==> config.mk <==
export PLATFORM = sky130hd
export DESIGN_NAME = regfile_wb_arbiter
export DESIGN_NICKNAME = d
export VERILOG_FILES = /design/src/rtl/regfile_wb_pkg.sv /design/src/rtl/regfile_wb_arbiter_fifo.sv /design/src/rtl/regfile_wb_arbiter.sv
export SDC_FILE = /design/constraint.sdc
export NUM_CORES = 1
export LEC_CHECK = 0
export BUFFER_PORTS_ARGS = -buffer_cell sky130_fd_sc_hd__buf_2
export CORE_MARGIN = 1
export CORE_UTILIZATION = 55
export DETAILED_ROUTE_END_ITERATION = 10
export GPL_TIMING_DRIVEN = 0
export PLACE_DENSITY_LB_ADDON = 0.1
export SLEW_MARGIN = 20
export SYNTH_ARGS = -nofsm -noshare
export SYNTH_HDL_FRONTEND = slang
export SYNTH_HIERARCHICAL = 1
export SYNTH_SLANG_ARGS = --single-unit
==> constraint.sdc <==
create_clock -name CLK -period 3.1 [get_ports CLK]
set_input_delay 0.155 -clock CLK [delete_from_list [all_inputs] [get_ports CLK]]
set_output_delay 0.155 -clock CLK [all_outputs]
set_load 0.01 [all_outputs]
==> src/rtl/regfile_wb_pkg.sv <==
// Shared types and default sizes for the register-file write-back arbiter.
package regfile_wb_pkg;

  localparam int DEF_AW    = 5;
  localparam int DEF_DW    = 32;
  localparam int DEF_DEPTH = 2;

  // Requester identity, used for the round-robin pointer and the grant.
  typedef enum logic {
    REQ_A = 1'b0,
    REQ_B = 1'b1
  } req_e;

  // One queued write at the default widths.
  typedef struct packed {
    logic [DEF_AW-1:0] wr;
    logic [DEF_DW-1:0] wd;
  } wb_entry_t;

endpackage

==> src/rtl/regfile_wb_arbiter_fifo.sv <==
// Small per-requester write FIFO. Besides the usual head/full/empty it exposes
// every slot's valid bit and destination register so the owner can do a
// parallel read-after-write hazard compare across all queued writes.
module wb_fifo
  import regfile_wb_pkg::*;
#(
  parameter int DEPTH = DEF_DEPTH,
  parameter int AW    = DEF_AW,
  parameter int DW    = DEF_DW
) (
  input  logic                      clk_i,
  input  logic                      rst_ni,
  input  logic                      push_i,
  input  logic [AW-1:0]             push_wr_i,
  input  logic [DW-1:0]             push_wd_i,
  input  logic                      pop_i,
  output logic                      full_o,
  output logic                      empty_o,
  output logic [AW-1:0]             head_wr_o,
  output logic [DW-1:0]             head_wd_o,
  output logic [DEPTH-1:0]          ent_valid_o,
  output logic [DEPTH-1:0][AW-1:0]  ent_wr_o
);

  localparam int PW = $clog2(DEPTH);

  logic [PW-1:0]    head_q, head_d;
  logic [PW-1:0]    tail_q, tail_d;
  logic [PW:0]      count_q, count_d;
  logic [DEPTH-1:0] valid_q, valid_d;
  logic [AW-1:0]    wr_mem_q [DEPTH];
  logic [DW-1:0]    wd_mem_q [DEPTH];

  logic push_ok;
  logic pop_ok;

  assign full_o  = (count_q == (PW+1)'(DEPTH));
  assign empty_o = (count_q == '0);

  // A full FIFO refuses a push even when it is popped in the same cycle.
  assign push_ok = push_i && !full_o;
  assign pop_ok  = pop_i && !empty_o;

  assign head_wr_o   = wr_mem_q[head_q];
  assign head_wd_o   = wd_mem_q[head_q];
  assign ent_valid_o = valid_q;

  generate
    for (genvar gi = 0; gi < DEPTH; gi++) begin : g_ent
      assign ent_wr_o[gi] = wr_mem_q[gi];
    end
  endgenerate

  // Next-state for pointers, occupancy and per-slot valid bits.
  always_comb begin
    head_d  = head_q;
    tail_d  = tail_q;
    valid_d = valid_q;
    count_d = count_q + (PW+1)'(push_ok) - (PW+1)'(pop_ok);
    if (pop_ok) begin
      valid_d[head_q] = 1'b0;
      head_d          = head_q + 1'b1;
    end
    if (push_ok) begin
      valid_d[tail_q] = 1'b1;
      tail_d          = tail_q + 1'b1;
    end
  end

  // Control state with synchronous active-low reset.
  always_ff @(posedge clk_i) begin
    if (!rst_ni) begin
      head_q  <= '0;
      tail_q  <= '0;
      count_q <= '0;
      valid_q <= '0;
    end else begin
      head_q  <= head_d;
      tail_q  <= tail_d;
      count_q <= count_d;
      valid_q <= valid_d;
    end
  end

  // Entry storage; contents are meaningless unless the slot's valid bit is set.
  always_ff @(posedge clk_i) begin
    if (push_ok) begin
      wr_mem_q[tail_q] <= push_wr_i;
      wd_mem_q[tail_q] <= push_wd_i;
    end
  end

endmodule

==> src/rtl/regfile_wb_arbiter.sv <==
// Write-back arbiter: drains the ALU (A) and load-unit (B) FIFOs round-robin
// onto the register file's single write port and flags read-after-write
// hazards for the two read addresses.
module regfile_wb_arbiter
  import regfile_wb_pkg::*;
#(
  parameter int DEPTH = DEF_DEPTH,
  parameter int AW    = DEF_AW,
  parameter int DW    = DEF_DW
) (
  input  logic          CLK,
  input  logic          RST_N,
  input  logic          A_VALID,
  output logic          A_READY,
  input  logic [AW-1:0] A_WR,
  input  logic [DW-1:0] A_WD,
  input  logic          B_VALID,
  output logic          B_READY,
  input  logic [AW-1:0] B_WR,
  input  logic [DW-1:0] B_WD,
  output logic          WE,
  output logic [AW-1:0] WR,
  output logic [DW-1:0] WD,
  input  logic [AW-1:0] RR1,
  input  logic [AW-1:0] RR2,
  output logic          HAZ1,
  output logic          HAZ2,
  output logic          IDLE
);

  logic                     full_a, empty_a, full_b, empty_b;
  logic [AW-1:0]            head_wr_a, head_wr_b;
  logic [DW-1:0]            head_wd_a, head_wd_b;
  logic [DEPTH-1:0]         valid_a, valid_b;
  logic [DEPTH-1:0][AW-1:0] ent_wr_a, ent_wr_b;
  logic                     push_a, push_b;
  logic                     grant_a, grant_b;

  req_e          pri_q, pri_d;
  logic          we_q, we_d;
  logic [AW-1:0] wr_q, wr_d;
  logic [DW-1:0] wd_q, wd_d;

  // READY is forced low while reset is held so nothing is accepted then.
  assign A_READY = !full_a && RST_N;
  assign B_READY = !full_b && RST_N;
  assign push_a  = A_VALID && A_READY;
  assign push_b  = B_VALID && B_READY;

  wb_fifo #(.DEPTH(DEPTH), .AW(AW), .DW(DW)) u_fifo_a (
    .clk_i       (CLK),
    .rst_ni      (RST_N),
    .push_i      (push_a),
    .push_wr_i   (A_WR),
    .push_wd_i   (A_WD),
    .pop_i       (grant_a),
    .full_o      (full_a),
    .empty_o     (empty_a),
    .head_wr_o   (head_wr_a),
    .head_wd_o   (head_wd_a),
    .ent_valid_o (valid_a),
    .ent_wr_o    (ent_wr_a)
  );

  wb_fifo #(.DEPTH(DEPTH), .AW(AW), .DW(DW)) u_fifo_b (
    .clk_i       (CLK),
    .rst_ni      (RST_N),
    .push_i      (push_b),
    .push_wr_i   (B_WR),
    .push_wd_i   (B_WD),
    .pop_i       (grant_b),
    .full_o      (full_b),
    .empty_o     (empty_b),
    .head_wr_o   (head_wr_b),
    .head_wd_o   (head_wd_b),
    .ent_valid_o (valid_b),
    .ent_wr_o    (ent_wr_b)
  );

  // Grant a lone non-empty side, otherwise follow the priority pointer.
  always_comb begin
    grant_a = !empty_a && (empty_b || (pri_q == REQ_A));
    grant_b = !empty_b && (empty_a || (pri_q == REQ_B));
  end

  // Priority flips to the other requester after every grant; output register
  // loads the granted head, or drops WE and holds WR/WD when idle.
  always_comb begin
    pri_d = pri_q;
    we_d  = grant_a || grant_b;
    wr_d  = wr_q;
    wd_d  = wd_q;
    if (grant_a) begin
      pri_d = REQ_B;
      wr_d  = head_wr_a;
      wd_d  = head_wd_a;
    end else if (grant_b) begin
      pri_d = REQ_A;
      wr_d  = head_wr_b;
      wd_d  = head_wd_b;
    end
  end

  // Arbiter and output-register state with synchronous active-low reset.
  always_ff @(posedge CLK) begin
    if (!RST_N) begin
      pri_q <= REQ_A;
      we_q  <= 1'b0;
      wr_q  <= '0;
      wd_q  <= '0;
    end else begin
      pri_q <= pri_d;
      we_q  <= we_d;
      wr_q  <= wr_d;
      wd_q  <= wd_d;
    end
  end

  assign WE = we_q;
  assign WR = wr_q;
  assign WD = wd_q;

  // Hazard: any queued entry or the in-flight output write targets the read
  // address. Register 0 is compared like every other register.
  logic [DEPTH-1:0] hit1_a, hit1_b, hit2_a, hit2_b;

  generate
    for (genvar gi = 0; gi < DEPTH; gi++) begin : g_haz
      assign hit1_a[gi] = valid_a[gi] && (ent_wr_a[gi] == RR1);
      assign hit1_b[gi] = valid_b[gi] && (ent_wr_b[gi] == RR1);
      assign hit2_a[gi] = valid_a[gi] && (ent_wr_a[gi] == RR2);
      assign hit2_b[gi] = valid_b[gi] && (ent_wr_b[gi] == RR2);
    end
  endgenerate

  assign HAZ1 = (|hit1_a) || (|hit1_b) || (we_q && (wr_q == RR1));
  assign HAZ2 = (|hit2_a) || (|hit2_b) || (we_q && (wr_q == RR2));
  assign IDLE = empty_a && empty_b && !we_q;

endmodule

Word level (Yosys, flattened, before mapping)
Memory sizes are Yosys's and may differ from the RTL's. A register that Yosys moved wholly into a read port is not among the register bits.
Index checks and enable logic that the tools add are counted.
- bits of input ports: 88
- word-level logic and storage cells: 126
- flip-flop bits (word level): 51
- output and inout bits: 43
- memories: 4
- memory bits (writable): 148
- memories (name ; words ; bits a word ; rd ports ; clocked after memory_dff ; wr ports ; RTL line ; text):
    u_fifo_a.wd_mem_q ; 2 ; 32 ; 1 ; 1 ; 1 ; regfile_wb_arbiter_fifo.sv:32 ; logic [DW-1:0] wd_mem_q [DEPTH];
    u_fifo_b.wd_mem_q ; 2 ; 32 ; 1 ; 1 ; 1 ; regfile_wb_arbiter_fifo.sv:32 ;
    u_fifo_a.wr_mem_q ; 2 ; 5 ; 3 ; 1 ; 1 ; regfile_wb_arbiter_fifo.sv:31 ; logic [AW-1:0] wr_mem_q [DEPTH];
    u_fifo_b.wr_mem_q ; 2 ; 5 ; 3 ; 1 ; 1 ; regfile_wb_arbiter_fifo.sv:31 ;
- equality and inequality tests: 12
- bitwise logic cells: 7
- multiplexer cells: 30
- reductions and logical operators: 45
- order comparisons: 8
- add/subtract/negate cells: 8
- operators by type and width (operator ; number):
    two-way mux 32 bit ; 2
    equality test 5 bit ; 10
    logical AND 1 bit ; 26
    two-way mux 1 bit ; 18
    two-way mux 5 bit ; 2
    < comparator 1 x 2 -> 1 bit, second input constant ; 4
    two-way mux 2 bit ; 4
    OR reduction 2 bit ; 4
    logical OR 1 bit ; 7
    logical NOT 1 bit ; 5
    adder 1 bit, second input constant ; 4
    adder 2 x 1 -> 2 bit ; 2
    AND 2 bit ; 2
    demux 1 bit (select 1 bit) ; 4
    equality test 2 bit, second input constant ; 2
    >= comparator 1 bit, second input constant ; 4
    logical NOT 2 bit ; 2
    NOT 2 bit ; 2
    bitwise OR 2 bit ; 2
    subtractor 2 x 1 -> 2 bit ; 2
    nonzero test 2 bit ; 1
    NOT 1 bit ; 1

Longest topological paths before layout
Gate-level depths: netlist of run 1.
- depth after elaboration: 9
- depth in mapped cells: 11

By module
The synthesis of run 1 kept the hierarchy.
- by module, submodules not included (module ; cells each ; instances ; area each (um^2)):
    wb_fifo ; 151 ; 2 ; 2970.3
    regfile_wb_arbiter ; 308 ; 1 ; 2698.8

Worst setup path after synthesis of run 1
No wires, ideal clock.
- kind: reg2reg
- start point: register u_fifo_a.count_q[0]
- end point: memory u_fifo_a/wd_mem_q[0][0] (netlist name), enable pin
- clock period less this slack: 2.571 ns
- path buffers: 0
- slack: 0.529 ns
- required time: 2.708 ns
- arrival: 2.180 ns
- cell stages (with the launch flop): 8
- cells stage by stage: dfxtp_1 > nand2b_2 > inv_2 > nor2b_1 > and2_1 > inv_1 > or3_4 > inv_1
- longest elaborated chain between the ends: 7
- RTL lines (element ; RTL line ; text):
    start: declaration ; regfile_wb_arbiter_fifo.sv:29 ; logic [PW:0] count_q, count_d;
    start signal: assignment ; regfile_wb_arbiter_fifo.sv:80 ; count_q <= count_d;
    equality test 2 bit ; regfile_wb_arbiter_fifo.sv:37 ; assign full_o = (count_q == (PW+1)'(DEPTH));
    named net full_a ; regfile_wb_arbiter.sv:31 ; logic full_a, empty_a, full_b, empty_b;
    logical NOT 1 bit ; regfile_wb_arbiter.sv:45 ; assign A_READY = !full_a && RST_N;
    logical AND 1 bit ; regfile_wb_arbiter.sv:45 ;
    named net A_READY ; regfile_wb_arbiter.sv:14 ; output logic A_READY,
    logical AND 1 bit ; regfile_wb_arbiter.sv:47 ; assign push_a = A_VALID && A_READY;
    named net push_a ; regfile_wb_arbiter.sv:36 ; logic push_a, push_b;
    logical AND 1 bit ; regfile_wb_arbiter_fifo.sv:41 ; assign push_ok = push_i && !full_o;
    two-way mux 1 bit ; regfile_wb_arbiter_fifo.sv:87 ; if (push_ok) begin
    two-way mux 1 bit (not written as such) ; regfile_wb_arbiter_fifo.sv:89 ; wd_mem_q[tail_q] <= push_wd_i;
    end: declaration ; regfile_wb_arbiter_fifo.sv:32 ;
The timed path passes the listed nets, and every way through them passes these cells.

Worst setup path after layout of run 1
- start point: register u_fifo_a.count_q[0]
- end point: memory u_fifo_a/wd_mem_q[0][28] (netlist name), enable pin
- longest elaborated chain between the ends: 7
- RTL lines (element ; RTL line):
    equality test 2 bit ; regfile_wb_arbiter_fifo.sv:37
    named net full_a ; regfile_wb_arbiter.sv:31
    logical NOT 1 bit ; regfile_wb_arbiter.sv:45
    logical AND 1 bit ; regfile_wb_arbiter.sv:45
    logical AND 1 bit ; regfile_wb_arbiter.sv:47
    named net push_a ; regfile_wb_arbiter.sv:36
    logical AND 1 bit ; regfile_wb_arbiter_fifo.sv:41
    two-way mux 1 bit ; regfile_wb_arbiter_fifo.sv:87
    two-way mux 1 bit (not written as such) ; regfile_wb_arbiter_fifo.sv:89
The timed path passes the listed nets, and every way through them passes these cells.

==> metrics.md, run 1 <==
| Metric | Value |
|---|---|
| Status | `completed` |
| Die Y | `127.3 um` |
| Vias in the first global route | `6155` |
| Cell variety after synth | `32` |
| Achievable Freq | `0.3802 GHz` |
| Max VDD drop | `0.5848 mV` |
| Gr usage total | `25.64%` |
| Power share of the clock group | `27.2%` |
| Ant diodes | `0` |
| CTS sink count | `201` |
| Routed WL | `20540 um` |
| Nets | `922` |
| Number of flops mapped to enable cells by yosys | `148` |
| Internal power | `6.232 mW` |
| Hpwl dp | `13540 um` |
| Clock skew | `0.02111 ns` |
| Floorplan core area | `15260 sq um` |
| TritonCTS Buffers | `22` |
| Post-cts sizing count | `0` |
| Worst Min Path Start | `RST_N` |
| Area of the die | `16210 sq um` |
| Drt drc | `0` |
| Port bufs | `120` |
| Die width | `127.3 um` |
| Critical setup path kind | `reg2reg` |
| Synth top cells by count | `edfxtp_1 (148), mux2_2 (54), dfxtp_1 (53)` |
| DR iter-0 viols | `280` |
| Psw | `3.154 mW` |
| Fin util | `72.47%` |
| Max-slew headroom | `57.23%` |
| Syn-to-layout area delta | `27.99%` |
| Drt wl/cell | `19.41 um` |
| Longest Clk Path Bufs | `3` |
| First-pass GRT wire length | `31420 um` |
| GRT busiest layer | `met2` |
| Clock root buffer | `clkbuf_16` |
| Total Power | `9.387 mW` |
| Largest net degree at the start of global routing | `24` |
| Synth top area share | `51.44%` |
| Net Sw Frac | `33.61%` |
| Critical path's largest stage delay | `0.40 ns` |
| Worst Setup SP | `u_fifo_a/count_q[0]` |
| CP startpoint kind | `flop` |
| Global Route met1 Usage | `30.83%` |
| Pleak | `4.358 nW` |
| Post-route insts no fill | `1058` |
| Crit path time final | `2.630 ns` |
| Initial antenna violation count | `0` |
| CP most frequent cell | `inv_2` |
| Placed cells | `945` |
| Syn. warnings | `6` |
| Post-route cell area | `11060 sq um` |
| Starting Density | `56.62%` |
| WP buf/inv | `4` |
| Max stage delay cell, worst path | `or3_4` |
| Clk Latency, worst-skew pair | `0.51 ns` |
| H-tree levels | `1` |
| Worst path top cell family by delay | `simple AND/OR/NAND/NOR gates` |
| Hold Slack | `0.02584 ns` |
| Final hold vios | `0` |
| Sequential share of the synthesized area | `63.72%` |
| Worst path required time | `3.30 ns` |
| Vias | `5837` |
| Met3 GRT Util | `4.271%` |
| Top post-synthesis cells by area | `edfxtp_1 (51%), dfxtp_1 (12%), mux2_2 (7.0%)` |
| Grt total ovfl | `0` |
| Final Setup Violations | `0` |
| Ys async rst share | `0%` |
| Fin crit share | `84.84%` |
| Fin worst setup slack | `0.4700 ns` |
| Unrepaired setup endpoints after global routing | `false` |
| TNS Setup | `0 ns` |
| Clk pin slew, worst setup/hold paths | `0.06 ns` |
| Crit-path max FO | `21` |
| Num ports | `131` |
| Post-synthesis register bit count | `201` |
| Worst r2r src | `u_fifo_a/count_q[0]` |
| Synthesized cell area | `8640 sq um` |
| Final ANT Viol Nets | `0` |
| Pre-Repair DR Iteration Count | `4` |
| Worst Tran Pin Value | `0.6416 ns` |
| Layout cells sized above 1 | `30.11%` |
| Row count | `45` |
| Flop pwr share | `38.3%` |
| Max-slew violations | `0` |
| Worst path cell trace | `nand2b_2 > inv_2 > nor2b_1 > and2_1 > inv_1 > or3_4 > inv_2 > buf_12` |
| Yosys top cell by area | `edfxtp_1` |
| Gate power share | `34.5%` |
| GR Util met2 | `45.55%` |
| Ys flop type | `edfxtp_1` |
| Worst hold path class | `in2reg` |
| Mapped Nets | `700` |
| # Max-Cap Violations | `0` |
| RePlAce Congestion | `0.8666` |
| Post-Place Cell Area | `9584 sq um` |
| CP endpoint kind | `flop` |
| Via density | `5.517` |
| CTS tree | `yes` |
| Worst path arrival time | `2.83 ns` |
| Pre-CTS setup slack | `0.5771 ns` |
| PD cells | `848.9 nW/um^2` |
| Count leader, synth | `edfxtp_1` |
| Post-synthesis cell count | `610` |
| Syn avg cell area | `14.16 sq um` |
sequential cells by signal, summed over array words and instances, names as in the netlist, named ones only:
name,flops
u_fifo_a/count_q,2
u_fifo_b/count_q,2
u_fifo_b/head_q,1
WD,32
u_fifo_a/ent_valid_o,2
u_fifo_b/wd_mem_q,64
u_fifo_a/wd_mem_q,64
WR,5
u_fifo_b/ent_valid_o,2
u_fifo_a/head_q,1
u_fifo_b/tail_q,1
WE,1
u_fifo_a/tail_q,1
u_fifo_a/wr_mem_q,10
pri_q,1
u_fifo_b/wr_mem_q,10
layout make-up:
type	count	area, sq um
sequential	201	5505
timing repair buffer	198	1421
buffer	43	240.2
clock buffer	33	685.7
multi-input combinational	351	2838
tap	211	264.0
clock inverter	6	47.55
fill	1041	4200
inverter	15	56.30
power groups by stage:
| stage | Combinational (mW) | Clock (mW) | Sequential [mW] |
|---|---|---|---|
| floorplan | 2.12 | 0 | 3.65 |
| CTS | 3.23 | 2.60 | 3.59 |
| finish | 3.24 | 2.56 | 3.59 |
| global route | 3.48 | 2.70 | 3.63 |
| detailed placement | 3.13 | 0 | 3.64 |
| global placement | 3.01 | 0 | 3.63 |
per-layer routing:
| layer | vias to the layer above | part of all wire [%] |
|---|---|---|
| met4 | 0 | 3.4 |
| met1 | 2835 | 40 |
| li1 | 2736 | - |
| met5 | - | 0 |
| met2 | 209 | 51 |
| met3 | 57 | 5.8 |
placed cells by master (no fill, tap or decap), types with 3 or more instances in the layout:
cell type,count
mux2i_1,37
clkbuf_16,25
nand3_1,8
mux2_1,20
clkinv_2,3
and2_1,5
xnor2_1,12
buf_6,5
buf_12,4
inv_1,9
dfxtp_1,53
o31a_1,37
buf_2,141
a21oi_1,47
edfxtp_1,148
xor2_1,44
clkbuf_1,18
o21ai_0,19
nor2_1,7
clkbuf_8,3
nor4_1,9
inv_2,6
buf_4,4
mux2_2,54
dlygate4sd3_1,74
nand2_1,5
o21ai_1,28
worst min-delay path, stage by stage:
cell and delay, ns:
buf_2 0.18, nand2_1 0.08, o21ai_1 0.05
cell families after synthesis:
kind of cell	synth area share [%]
muxes	13.93
and+or+nand+nor	3.143
buffers and inverters	3.432
DFF	63.72
xor gates and xnor gates	5.677
adders and majority gates	0.2896
AOI/OAI and AO/OA	9.804
what timing repair did:
action,CTS,global route
endpoints found under the hold margin,148,0
hold buffers,74,0
buffers inserted,0,0
worst paths after layout:
| kind | end | slack (ns) | cells after the start |
|---|---|---|---|
| hold / removal | u_fifo_a/count_q[1] | 0.03 | 3 |
| hold reg to reg | u_fifo_b/tail_q | 0.51 | 2 |
| setup reg to reg | u_fifo_a/wd_mem_q[0][28] | 0.47 | 8 |
| setup / recovery | u_fifo_a/wd_mem_q[0][28] | 0.47 | 8 |
Note: power is estimated with default switching activity, not from simulation.
==> run 2, diff against run 1 <==
Settings changed: ABC_AREA from default to 1, CORE_UTILIZATION 55 to 52.
Clock period 3.1 ns to 2.2 ns, I/O delays scaled along.
==> metrics.md, run 2 <==
| Metric | Value |
|---|---|
| Worst r2r src | `u_fifo_a/count_q[0]` |
| Routed WL | `20550 um` |
| Synth top cells by count | `nand2_1 (227), edfxtp_1 (148), inv_1 (94)` |
| Max VDD drop | `0.8100 mV` |
| Worst Tran Pin Value | `0.4240 ns` |
| Syn avg cell area | `11.02 sq um` |
| Drt drc | `0` |
| Clock root buffer | `clkbuf_16` |
| Initial antenna violation count | `0` |
| Synth top area share | `49.10%` |
| Worst hold path class | `in2reg` |
| Post-synthesis cell count | `821` |
| RePlAce Congestion | `0.8622` |
| Clock skew | `0.01434 ns` |
| Final Setup Violations | `0` |
| Final ANT Viol Nets | `0` |
| Fin crit share | `90.59%` |
| Unrepaired setup endpoints after global routing | `false` |
| Drt wl/cell | `15.97 um` |
| Top post-synthesis cells by area | `edfxtp_1 (49%), dfxtp_1 (12%), mux2_4 (10%)` |
| Pleak | `5.131 nW` |
| Sequential share of the synthesized area | `60.82%` |
| Critical path's largest stage delay | `0.37 ns` |
| DR iter-0 viols | `320` |
| Max stage delay cell, worst path | `dfxtp_1` |
| Die Y | `133.9 um` |
| Largest net degree at the start of global routing | `25` |
| Worst path arrival time | `2.18 ns` |
| Syn. warnings | `6` |
| Vias | `6423` |
| Area of the die | `17940 sq um` |
| Pre-Repair DR Iteration Count | `5` |
| Worst path cell trace | `inv_1 > nand2_1 > inv_1 > nor3b_1 > a21boi_1 > nand2_1 > inv_6 > buf_12` |
| Longest Clk Path Bufs | `3` |
| # Max-Cap Violations | `0` |
| Ys flop type | `edfxtp_1` |
| Crit path time final | `1.993 ns` |
| Mapped Nets | `911` |
| Hpwl dp | `13890 um` |
| CP endpoint kind | `flop` |
| Max-slew headroom | `71.70%` |
| Layout cells sized above 1 | `27.46%` |
| Starting Density | `54.01%` |
| Nets | `1142` |
| Cell variety after synth | `25` |
| Ys async rst share | `0%` |
| Worst Min Path Start | `RST_N` |
| Syn-to-layout area delta | `27.18%` |
| TNS Setup | `0 ns` |
| PD cells | `1169 nW/um^2` |
| Achievable Freq | `0.5018 GHz` |
| Fill cell count | `1309` |
| Post-synthesis register bit count | `201` |
| Yosys top cell by area | `edfxtp_1` |
| Most frequent cells in the layout | `nand2_1 (227), edfxtp_1 (148), buf_2 (141)` |
| Ant diodes | `0` |
| CTS tree | `yes` |
| Most common cell after layout, fill and taps aside | `nand2_1` |
| Num ports | `131` |
| Floorplan core area | `16760 sq um` |
| Count leader, synth | `nand2_1` |
| Vias in the first global route | `6346` |
| Row count | `47` |
| First-pass GRT wire length | `32000 um` |
| H-tree levels | `1` |
| Final hold vios | `0` |
| Total Power | `13.45 mW` |
| CP startpoint kind | `flop` |
| Port bufs | `129` |
| CTS sink count | `201` |
| Die width | `133.9 um` |
| Worst path required time | `2.38 ns` |
| Crit-path max FO | `24` |
| Max-slew violations | `0` |
| Status | `completed` |
| Clk pin slew, worst setup/hold paths | `0.06 ns` |
| TritonCTS Buffers | `21` |
| Critical setup path kind | `reg2reg` |
| Post-CTS setup buffer count | `0` |
| Clk Latency, worst-skew pair | `0.50 ns` |
| Synthesized cell area | `9051 sq um` |
| Fin util | `68.68%` |
| Gr usage total | `23.27%` |
| Worst Setup SP | `u_fifo_a/count_q[0]` |
| Via density | `4.991` |
| Number of flops mapped to enable cells by yosys | `148` |
| Grt total ovfl | `0` |
==> run 2: final timing paths <==
path	slack (ns)	end	depth (start not counted)
worst max-delay path	0.21	u_fifo_a/wd_mem_q[1][23]	8
worst min-delay path	0.09	WD[22]	4
worst max register to register	0.21	u_fifo_a/wd_mem_q[1][23]	8
worst min register to register	0.48	pri_q	2
==> run 2: repair_timing <==
item                                   CTS  global route
hold buffers                            76             0
endpoints found under the hold margin  157             0
setup endpoints to repair               20            85
gates resized for setup                  2            13
==> run 2: worst max-delay path: cells and delay by family, from the launching register on <==
family,cells,cell delay [ns]
buf+inv,4,0.57
simple gates,3,0.49
compound gates,1,0.25
flops,1,0.37
==> run 2: per-stage QoR <==
stage,setup slack (ns),cell area (sq um),hold slack [ns],instances
global placement,-1.018,9972,0.2978,1170
floorplan,0.004571,9051,0.2035,821
finish,0.2071,11510,0.09350,1287
global route,0.003794,11510,0.09962,1287
CTS,0.02173,11490,0.08455,1288
detailed placement,-0.2672,10070,0.3010,1174
==> run 2: layout make-up <==
class | count | area [sq um] | area share, %
Multi-Input combinational cell | 495 | 2909 | 25.27
Buffer | 27 | 280.3 | 2.435
Inverter | 97 | 379.1 | 3.293
Clock inverter | 10 | 58.81 | 0.5109
Timing Repair Buffer | 209 | 1501 | 13.04
Sequential cell | 201 | 5505 | 47.83
Tap cell | 220 | 275.3 | 2.391
Clock buffer | 28 | 601.8 | 5.228
==> run 2: kinds of logic (layout without fill, tap and decap cells) <==
| family | count (synthesis) | in the layout | synth area share [%] |
|---|---|---|---|
| compound gates | 40 | 40 | 2.447 |
| xor+xnor | 5 | 5 | 0.4839 |
| fa+ha+maj | 2 | 2 | 0.2764 |
| buf+inv | 125 | 371 | 7.174 |
| flops | 201 | 201 | 60.82 |
| mux | 74 | 74 | 11.69 |
| simple gates | 374 | 374 | 17.10 |
==> run 2: where the power goes <==
| part | total (mW) | internal, mW | switching [mW] |
|---|---|---|---|
| clock | 3.34 | 1.93 | 1.41 |
| sequential | 5.22 | 4.83 | 0.389 |
| combinational | 4.89 | 2.12 | 2.77 |
==> run 2: routing by layer <==
| layer | GRT usage [%] | wire [um] | share of wire, % |
|---|---|---|---|
| met4 | 6.503 | 502 | 2.4 |
| met2 | 40.59 | 9967 | 48 |
| met3 | 3.968 | 1289 | 6.3 |
| met5 | 0 | 0 | 0 |
| met1 | 29.78 | 8792 | 43 |
